File: src/rtl/ysyx_24110006_scoreboard_if.sv
// Decode/execute/writeback signals seen by the register scoreboard.
// The master side is the pipeline; the slave side is the scoreboard.
interface ysyx_24110006_scoreboard_if;
    logic       i_dec_valid;
    logic [4:0] i_rs1;
    logic [4:0] i_rs2;
    logic [4:0] i_rd;
    logic       i_rs1_used;
    logic       i_rs2_used;
    logic       i_rd_wen;
    logic       i_serialize;
    logic       i_exu_ready;
    logic       i_flush;
    logic       i_wb_valid;
    logic [4:0] i_wb_rd;
    logic       i_wb_wen;
    logic       o_stall;
    logic       o_issue;
    logic [2:0] o_inflight;
    logic       o_draining;
    logic       o_err;

    modport master (
        output i_dec_valid, i_rs1, i_rs2, i_rd, i_rs1_used, i_rs2_used, i_rd_wen,
        output i_serialize, i_exu_ready, i_flush, i_wb_valid, i_wb_rd, i_wb_wen,
        input  o_stall, o_issue, o_inflight, o_draining, o_err
    );

    modport slave (
        input  i_dec_valid, i_rs1, i_rs2, i_rd, i_rs1_used, i_rs2_used, i_rd_wen,
        input  i_serialize, i_exu_ready, i_flush, i_wb_valid, i_wb_rd, i_wb_wen,
        output o_stall, o_issue, o_inflight, o_draining, o_err
    );
endinterface

File: src/rtl/ysyx_24110006_scoreboard.sv
// Register scoreboard: per-register pending-write counters that stall decode on RAW
// hazards, on a full in-flight window, and while draining for serializing instructions.
module ysyx_24110006_scoreboard #(
    parameter int unsigned MAX_INFLIGHT = 4
) (
    input logic                       i_clock,
    input logic                       i_reset_n,
    ysyx_24110006_scoreboard_if.slave sb
);

    localparam logic [2:0] MaxInflight = 3'(MAX_INFLIGHT);

    typedef enum logic [0:0] {StRun, StDrain} state_e;

    state_e     state_q, state_d;
    logic [2:0] cnt_q [1:31];
    logic [2:0] cnt_d [1:31];
    logic [2:0] cnt_rd [32];
    logic [2:0] inflight_q, inflight_d;
    logic       err_q, err_d;

    logic hazard, full, busy, stall, issue;
    logic inc, wb_req, wb_bad, dec;

    // x0 has no counter; a zero entry makes every lookup of it hazard-free.
    always_comb begin
        cnt_rd[0] = 3'd0;
        for (int r = 1; r < 32; r++) begin
            cnt_rd[r] = cnt_q[r];
        end
    end

    assign busy   = inflight_q != 3'd0;
    assign full   = inflight_q == MaxInflight;
    assign hazard = (sb.i_rs1_used && cnt_rd[sb.i_rs1] != 3'd0)
                 || (sb.i_rs2_used && cnt_rd[sb.i_rs2] != 3'd0);

    assign stall = sb.i_dec_valid
                && (hazard || full || (sb.i_serialize && busy)
                    || (state_q == StDrain && busy));
    assign issue = sb.i_dec_valid && sb.i_exu_ready && !stall && !sb.i_flush;

    assign inc    = issue && sb.i_rd_wen && sb.i_rd != 5'd0;
    assign wb_req = sb.i_wb_valid && sb.i_wb_wen && sb.i_wb_rd != 5'd0;
    // A retire with nothing outstanding is a pipeline bug: flag it, never underflow.
    assign wb_bad = wb_req && (cnt_rd[sb.i_wb_rd] == 3'd0 || !busy);
    assign dec    = wb_req && !wb_bad;

    always_comb begin
        for (int r = 1; r < 32; r++) begin
            cnt_d[r] = cnt_q[r];
            if (inc && sb.i_rd == 5'(r)) begin
                cnt_d[r] = cnt_d[r] + 3'd1;
            end
            if (dec && sb.i_wb_rd == 5'(r)) begin
                cnt_d[r] = cnt_d[r] - 3'd1;
            end
        end
        inflight_d = inflight_q + {2'b00, inc} - {2'b00, dec};
        err_d      = err_q || wb_bad;
    end

    always_comb begin
        state_d = state_q;
        unique case (state_q)
            StRun: begin
                if (sb.i_dec_valid && sb.i_serialize && busy && !sb.i_flush) begin
                    state_d = StDrain;
                end
            end
            StDrain: begin
                if (!busy || sb.i_flush) begin
                    state_d = StRun;
                end
            end
            default: state_d = StRun;
        endcase
    end

    always_ff @(posedge i_clock or negedge i_reset_n) begin
        if (!i_reset_n) begin
            state_q    <= StRun;
            inflight_q <= 3'd0;
            err_q      <= 1'b0;
            for (int r = 1; r < 32; r++) begin
                cnt_q[r] <= 3'd0;
            end
        end else begin
            state_q    <= state_d;
            inflight_q <= inflight_d;
            err_q      <= err_d;
            for (int r = 1; r < 32; r++) begin
                cnt_q[r] <= cnt_d[r];
            end
        end
    end

    assign sb.o_stall    = stall;
    assign sb.o_issue    = issue;
    assign sb.o_inflight = inflight_q;
    assign sb.o_draining = state_q == StDrain;
    assign sb.o_err      = err_q;

endmodule

File: src/flat_wrapper.sv
// flat-port wrapper written by rule: the top's interface ports become plain ports
module ysyx_24110006_scoreboard_flat 
#(
    parameter int unsigned MAX_INFLIGHT = 4
)
  (i_clock, i_reset_n, sb_i_dec_valid, sb_i_rs1, sb_i_rs2, sb_i_rd, sb_i_rs1_used, sb_i_rs2_used, sb_i_rd_wen, sb_i_serialize, sb_i_exu_ready, sb_i_flush, sb_i_wb_valid, sb_i_wb_rd, sb_i_wb_wen, sb_o_stall, sb_o_issue, sb_o_inflight, sb_o_draining, sb_o_err);
  ysyx_24110006_scoreboard_if sb_i ();
  input logic i_clock;
  input logic i_reset_n;
  input wire logic [$bits(sb_i.i_dec_valid)-1:0] sb_i_dec_valid;
  input wire logic [$bits(sb_i.i_rs1)-1:0] sb_i_rs1;
  input wire logic [$bits(sb_i.i_rs2)-1:0] sb_i_rs2;
  input wire logic [$bits(sb_i.i_rd)-1:0] sb_i_rd;
  input wire logic [$bits(sb_i.i_rs1_used)-1:0] sb_i_rs1_used;
  input wire logic [$bits(sb_i.i_rs2_used)-1:0] sb_i_rs2_used;
  input wire logic [$bits(sb_i.i_rd_wen)-1:0] sb_i_rd_wen;
  input wire logic [$bits(sb_i.i_serialize)-1:0] sb_i_serialize;
  input wire logic [$bits(sb_i.i_exu_ready)-1:0] sb_i_exu_ready;
  input wire logic [$bits(sb_i.i_flush)-1:0] sb_i_flush;
  input wire logic [$bits(sb_i.i_wb_valid)-1:0] sb_i_wb_valid;
  input wire logic [$bits(sb_i.i_wb_rd)-1:0] sb_i_wb_rd;
  input wire logic [$bits(sb_i.i_wb_wen)-1:0] sb_i_wb_wen;
  output wire logic [$bits(sb_i.o_stall)-1:0] sb_o_stall;
  output wire logic [$bits(sb_i.o_issue)-1:0] sb_o_issue;
  output wire logic [$bits(sb_i.o_inflight)-1:0] sb_o_inflight;
  output wire logic [$bits(sb_i.o_draining)-1:0] sb_o_draining;
  output wire logic [$bits(sb_i.o_err)-1:0] sb_o_err;
  assign sb_i.i_dec_valid = sb_i_dec_valid;
  assign sb_i.i_rs1 = sb_i_rs1;
  assign sb_i.i_rs2 = sb_i_rs2;
  assign sb_i.i_rd = sb_i_rd;
  assign sb_i.i_rs1_used = sb_i_rs1_used;
  assign sb_i.i_rs2_used = sb_i_rs2_used;
  assign sb_i.i_rd_wen = sb_i_rd_wen;
  assign sb_i.i_serialize = sb_i_serialize;
  assign sb_i.i_exu_ready = sb_i_exu_ready;
  assign sb_i.i_flush = sb_i_flush;
  assign sb_i.i_wb_valid = sb_i_wb_valid;
  assign sb_i.i_wb_rd = sb_i_wb_rd;
  assign sb_i.i_wb_wen = sb_i_wb_wen;
  assign sb_o_stall = sb_i.o_stall;
  assign sb_o_issue = sb_i.o_issue;
  assign sb_o_inflight = sb_i.o_inflight;
  assign sb_o_draining = sb_i.o_draining;
  assign sb_o_err = sb_i.o_err;
  ysyx_24110006_scoreboard #(.MAX_INFLIGHT(MAX_INFLIGHT)) u_core (.i_clock(i_clock), .i_reset_n(i_reset_n), .sb(sb_i));
endmodule
File: config.mk
export PLATFORM = sky130hd
export DESIGN_NAME = ysyx_24110006_scoreboard_flat
export DESIGN_NICKNAME = d
export VERILOG_FILES = /design/src/rtl/ysyx_24110006_scoreboard_if.sv /design/src/rtl/ysyx_24110006_scoreboard.sv /design/src/flat_wrapper.sv
export SDC_FILE = /design/constraint.sdc
export NUM_CORES = 1
export LEC_CHECK = 0
export ABC_AREA = 0
export CORE_MARGIN = 10
export CORE_UTILIZATION = 50
export CTS_CLUSTER_DIAMETER = 40
export DETAILED_ROUTE_END_ITERATION = 8
export PLACE_DENSITY_LB_ADDON = 0.25
export SLEW_MARGIN = 10
export SYNTH_ARGS = -nofsm -noshare
export SYNTH_HDL_FRONTEND = slang
export SYNTH_SLANG_ARGS = --single-unit
File: constraint.sdc
create_clock -name i_clock -period 4.4 [get_ports i_clock]
set_input_delay 0.66 -clock i_clock [delete_from_list [all_inputs] [get_ports i_clock]]
set_output_delay 0.66 -clock i_clock [all_outputs]
set_load 0.01 [all_outputs]
After elaboration in Yosys (flattened, before gate mapping)
Cells that the tools add are included.
- bits of input ports: 31
- word-level logic and storage cells: 338
- output and inout bits: 7
- register bits after elaboration: 98
- bitwise gates (word level): 4
- equality and inequality tests: 63
- $add $sub $neg: 64
- reduce and logical (&&, ||, !) cells: 96
- $lt $le $gt $ge: 3
- mux-type cells: 74
- operators by type and width (operator ; number):
    3-bit 2-to-1 mux ; 68
    5-bit equality test (second input constant) ; 32
    3-bit by 1-bit adder with 3-bit output (second input constant) ; 31
    3-bit by 1-bit subtractor with 3-bit output (second input constant) ; 31
    5-bit by 4-bit equality test with 1-bit output (second input constant) ; 16
    1-bit logical AND ; 79
    3-bit binary-select mux with 5-bit select ; 3
    5-bit by 3-bit equality test with 1-bit output (second input constant) ; 8
    5-bit by 2-bit equality test with 1-bit output (second input constant) ; 4
    6-bit >= comparator (second input constant) ; 3
    5-bit NOT with 6-bit output ; 3
    5-bit by 1-bit equality test with 1-bit output (second input constant) ; 2
    5-bit nonzero test ; 2
    3-bit nonzero test ; 3
    1-bit logical OR ; 7
    1-bit zero test ; 4
    3-bit by 1-bit adder with 3-bit output ; 1
    3-bit equality test (second input constant) ; 1
    3-bit zero test ; 1
    3-bit by 1-bit subtractor with 3-bit output ; 1
    1-bit 2-to-1 mux ; 2
    1-bit case mux with 2 select lines ; 1
    1-bit NOT ; 1

Longest topological paths before layout
- depth in word-level cells: 20
- mapped depth: 17

Least setup slack after synthesis
OpenSTA, ideal clock, no wires.
- kind: input port to flip-flop
- start: input sb_i_rs1[0]
- end: register u_core.inflight_q[2] (netlist: u_core.sb.o_inflight[2])
- stages on the path: 15
- path slack: 0.472 ns
- setup time: 0.123 ns
- required time: 4.277 ns
- arrival: 3.805 ns
- cells stage by stage: buf_2 mux4_2 nor4b_1 or4b_4 or3_1 buf_2 buf_6 buf_6 buf_6 nand2_1 nor3_1 ha_1 fa_1 xnor2_1 xnor2_1
- cells in the longest elaborated chain, start to end: 18
- ends and longest elaborated chain (what ; RTL line ; RTL):
    from (decl) ; flat_wrapper.sv:11 ; input wire logic [$bits(sb_i.i_rs1)-1:0] sb_i_rs1;
    5-bit NOT with 6-bit output (not written as such) ; ysyx_24110006_scoreboard.sv:35 ; assign hazard = (sb.i_rs1_used && cnt_rd[sb.i_rs1] != 3'd0)
    3-bit binary-select mux with 5-bit select ; ysyx_24110006_scoreboard.sv:35 ;
    3-bit 2-to-1 mux (not written as such) (2 in series) ; ysyx_24110006_scoreboard.sv:35 ;
    3-bit nonzero test ; ysyx_24110006_scoreboard.sv:35 ;
    1-bit logical AND ; ysyx_24110006_scoreboard.sv:35 ;
    1-bit logical OR ; ysyx_24110006_scoreboard.sv:36 ; || (sb.i_rs2_used && cnt_rd[sb.i_rs2] != 3'd0);
    1-bit logical OR (2 in series) ; ysyx_24110006_scoreboard.sv:39 ; && (hazard || full || (sb.i_serialize && busy)
    1-bit logical OR ; ysyx_24110006_scoreboard.sv:40 ; || (state_q == StDrain && busy));
    1-bit logical AND ; ysyx_24110006_scoreboard.sv:39 ;
    1-bit zero test ; ysyx_24110006_scoreboard.sv:41 ; assign issue = sb.i_dec_valid && sb.i_exu_ready && !stall && !sb.i_flush;
    1-bit logical AND (2 in series) ; ysyx_24110006_scoreboard.sv:41 ;
    1-bit logical AND (2 in series) ; ysyx_24110006_scoreboard.sv:43 ; assign inc = issue && sb.i_rd_wen && sb.i_rd != 5'd0;
    3-bit by 1-bit adder with 3-bit output ; ysyx_24110006_scoreboard.sv:59 ; inflight_d = inflight_q + {2'b00, inc} - {2'b00, dec};
    3-bit by 1-bit subtractor with 3-bit output ; ysyx_24110006_scoreboard.sv:59 ;
    named net u_core.inflight_d[2] ; ysyx_24110006_scoreboard.sv:19 ; logic [2:0] inflight_q, inflight_d;
    to (signal assigned) ; ysyx_24110006_scoreboard.sv:90 ; inflight_q <= inflight_d;
    to (decl) ; ysyx_24110006_scoreboard.sv:19 ;
The timed path passes the listed nets, and every way through them passes these cells. The select of a mux whose other input is x is not followed.

Worst setup path after layout
- start: input sb_i_rs1[2]
- end: output sb_o_stall
- cells in the longest elaborated chain, start to end: 11
- ends and longest elaborated chain (what ; RTL line ; RTL):
    5-bit NOT with 6-bit output (not written as such) ; ysyx_24110006_scoreboard.sv:35 ;
    3-bit binary-select mux with 5-bit select ; ysyx_24110006_scoreboard.sv:35 ;
    3-bit 2-to-1 mux (not written as such) (2 in series) ; ysyx_24110006_scoreboard.sv:35 ;
    3-bit nonzero test ; ysyx_24110006_scoreboard.sv:35 ;
    1-bit logical AND ; ysyx_24110006_scoreboard.sv:35 ;
    1-bit logical OR ; ysyx_24110006_scoreboard.sv:36 ;
    1-bit logical OR (2 in series) ; ysyx_24110006_scoreboard.sv:39 ;
    1-bit logical OR ; ysyx_24110006_scoreboard.sv:40 ;
    1-bit logical AND ; ysyx_24110006_scoreboard.sv:39 ;
    to (decl) ; flat_wrapper.sv:23 ; output wire logic [$bits(sb_i.o_stall)-1:0] sb_o_stall;
No other way between the ends. The select of a mux whose other input is x is not followed.

==> impl_metrics.csv <==
group,metric,value,unit
route,detail_route.vias_per_cell,6.43,
route,via_count,7766,
sta,rsz0062_at_grt,"no",
sta,slew_headroom,43.6,%
floorplan,dieArea,23200,um^2
sta,worst_pin_slew,0.843,ns
clock_network,cts_htree_levels,3,
clock_network,cts_made_buffers,9,
clock_network,root_buffer,"clkbuf_16",
synthesis,synth.avg_cell_area,9.52,um^2
floorplan,core_area,17200,um^2
global_route,grt_pass1_wl,41600,um
route,first_iter_violations,755,
floorplan,start_util,50.7,%
synthesis,synth.area.top_cells,"dfrtp_1 28%, ha_1 9.2%, xor2_1 6.1%",
power,pwr-share-clk,19.9,%
route,firstDrtPassIters,6,
worst_hold_path,hp-class,"in -> async",
sta,period_needed,4.17,ns
layout,nNetsFinal,1073,
route,wl_per_cell,21.7,um
placement,place_hpwl,19800,um
route,wirelength,26200,um
clock_network,clockBufferDepth,2,
critical_path,critical_path.slowest_cell,"or4b_4",
global_route,grtUsageTotal,22.3,%
layout,area_growth,14.6,%
floorplan,rows,48,
synthesis,synth_top_cell_by_area,"dfrtp_1",
synthesis,synth-seq-cells,98,
critical_path,r2r-start,"u_core.cnt_q[16]$_DFF_PN0_",
clock_network,insertion_delay,0.37,ns
global_route,grt_remaining_overflow,0,
power,p_comb_share,46.0,%
synthesis,syn-cell-area,8740,um^2
critical_path,cp.depth,10,
power,p_leak,4.22,nW
critical_path,critical-path-top-delay-family,"simple AND/OR/NAND/NOR gates",
power,power_switching,0.00165,W
placement,dpl_cell_area,9710,um^2
synthesis,ys.flop_type,"dfrtp_1",
synthesis,ys_async_sr_fraction,100,%
sta,fmaxAchievable,240,MHz
layout,drive_above_1_share,11.5,%
critical_path,cp-end-kind,"primary output",
sta,setup_viol,0,
critical_path,start_kind,"primary input",
sta,period_share,94.7,%
critical_path,worstSetupPathType,"in -> out",
critical_path,r2r_cells,12,
critical_path,worstPathArrival,3.51,ns
global_route,antenna_found_initial,0,
critical_path,cp_max_fo,8,
clock_network,clk_pin_slew,0.08,ns
sta,finClkSkew,0.0131,ns
critical_path,ff2ff_setup_slack,0.64,ns
layout,insertedDiodeCount,0,
outcome,status,"finished, final reports clean",
power,p_total,0.00417,W
power,peakVddDrop,230,uV
critical_path,cp_common_cell,"clkdlybuf4s50_1",
floorplan,die_w,152,um
sta,slew_viol_final,0,
floorplan,chipHeight,152,um
clock_network,cts_tree,"done",
synthesis,netlist.area_leader.share,28.1,%
placement,io_buffers,37,
critical_path,crit_chain,"clkdlybuf4s50_1, buf_4, nor4b_1, a211oi_1, nor4_1, or4b_4, or3_4, nand2_1, and2_1, clkdlybuf4s50_1",
critical_path,max_stage_delay,0.53,ns
global_route,grt_pass1_vias,7444,
critical_path,reg2reg_to,"u_core.cnt_q[35]$_DFF_PN0_",
layout,final_common_cell,"nor2_1",
synthesis,ys_seq_area_share,28.1,%
route,antenna_left,0,
floorplan,ioPinCount,38,
placement,pre_cts_ws,-0.196,ns
sta,finalWorstSetupSlack,0.234,ns
power,switching_share,39.6,%
synthesis,synth_edf_count,0,
clock_network,cts_setup_buffers,0,
sta,finalHoldViolations,0,
power,power_density,416,nW/um^2
power,intPower,0.00252,W
global_route,grt_max_degree,49,
layout,fillCellCount,1532,
placement,gp_congestion,0.994,
clock_network,cts.sinks,98,
synthesis,syn_inst,918,
layout,fin_area,10000,um^2
synthesis,yosys_warnings,0,
synthesis,yosysUniqueCellTypes,66,
route,drc_errors,0,
power,seqPwrFrac,34.1,%
critical_path,crit_buf_inv,3,
flow_run,maxCapViolCount,0,
critical_path,required,3.74,ns
layout,final_cell_mix,"107 x nor2_1, 98 x dfrtp_1, 73 x nand2_1, 64 x ha_1, 61 x xor2_1",
synthesis,synthesis.nets,1014,
kinds of logic after synthesis:
kind of cell	count (synthesis)	synth area share, %
adders and majority gates	65	9.39
AOI/OAI and AO/OA	148	13.0
muxes	22	4.55
DFF	98	28.1
xor gates and xnor gates	126	17.8
buffers and inverters	73	4.17
and+or+nand+nor	386	23.0
registers in the layout, indices dropped and copies added, names as in the netlist:
register / count
u_core.sb.o_err: 1
u_core.sb.o_draining: 1
u_core.cnt_q: 93
u_core.sb.o_inflight: 3
cells in the mapped netlist, types with 14 or more instances:
| master | n |
|---|---|
| nor4_1 | 17 |
| mux4_2 | 14 |
| nand4_1 | 27 |
| nor3_1 | 37 |
| nand2_1 | 73 |
| dfrtp_1 | 98 |
| or3_1 | 22 |
| xor2_1 | 61 |
| nand3_1 | 27 |
| xnor2_1 | 34 |
| nor2_1 | 107 |
| xor3_1 | 22 |
| buf_2 | 18 |
| inv_1 | 23 |
| a31oi_1 | 26 |
| o31a_1 | 15 |
| and3_1 | 16 |
| a22oi_1 | 17 |
| clkbuf_1 | 19 |
| ha_1 | 64 |
power groups by stage:
stage | clock, W | sequential (W) | combinational, W
final | 0.000830 | 0.00142 | 0.00192
after global routing | 0.000874 | 0.00146 | 0.00210
after CTS | 0.000841 | 0.00142 | 0.00190
after detailed placement | 0 | 0.00143 | 0.00189
after global placement | 0 | 0.00142 | 0.00186
after floorplan | 0 | 0.00135 | 0.00133
layer usage:
layer  track usage, %  vias to the layer above  wire [um]  part of all wire, %
li1                 -                     3560          -                    -
met1             29.9                     3816      11400                   43
met2             34.8                      331      11900                   45
met3             4.26                       59       2080                  7.9
met4             8.34                        0        823                  3.1
met5                0                        -          0                    0
area by class of cell:
class	instances	area, um^2	area share, %
tap	225	282	2.81
sequential	98	2450	24.5
clock inverter	7	68.8	0.687
inverter	24	90.1	0.899
multi-input combinational	747	5960	59.5
timing repair buffer	97	941	9.39
clock buffer	9	225	2.25
worst max-delay path by stage:
stage                                         to   startpoint
2_1_floorplan  u_core.sb.o_inflight[2]$_DFF_PN0_  sb_i_rs1[0]
3_3_place_gp                          sb_o_stall  sb_i_rs1[1]
3_5_place_dp                          sb_o_stall  sb_i_rs1[1]
4_1_cts                               sb_o_stall  sb_i_rs1[2]
5_1_grt                               sb_o_issue  sb_i_rs2[1]
6_report                              sb_o_stall  sb_i_rs1[2]
metrics by stage:
step | std cells | utilization (%) | hold WS (ns) | setup TNS, ns
CTS | 1207 | 58.1 | 0.164 | 0
floorplan | 918 | - | 0.364 | 0
global placement | 1191 | 56.4 | 0.469 | -0.961
finish | 1207 | 58.1 | 0.151 | 0
detailed placement | 1191 | 56.4 | 0.496 | -2.39
global route | 1207 | 58.1 | 0.161 | 0
timing repair:
item / 4_1_cts / 5_1_grt
hold buffers: 0 / 0
pin swaps: 0 / 0
gates resized for setup: 3 / 2
cloned: 0 / 0
endpoints found under the setup margin: 2 / 2
(Power assumes the default switching activity.)
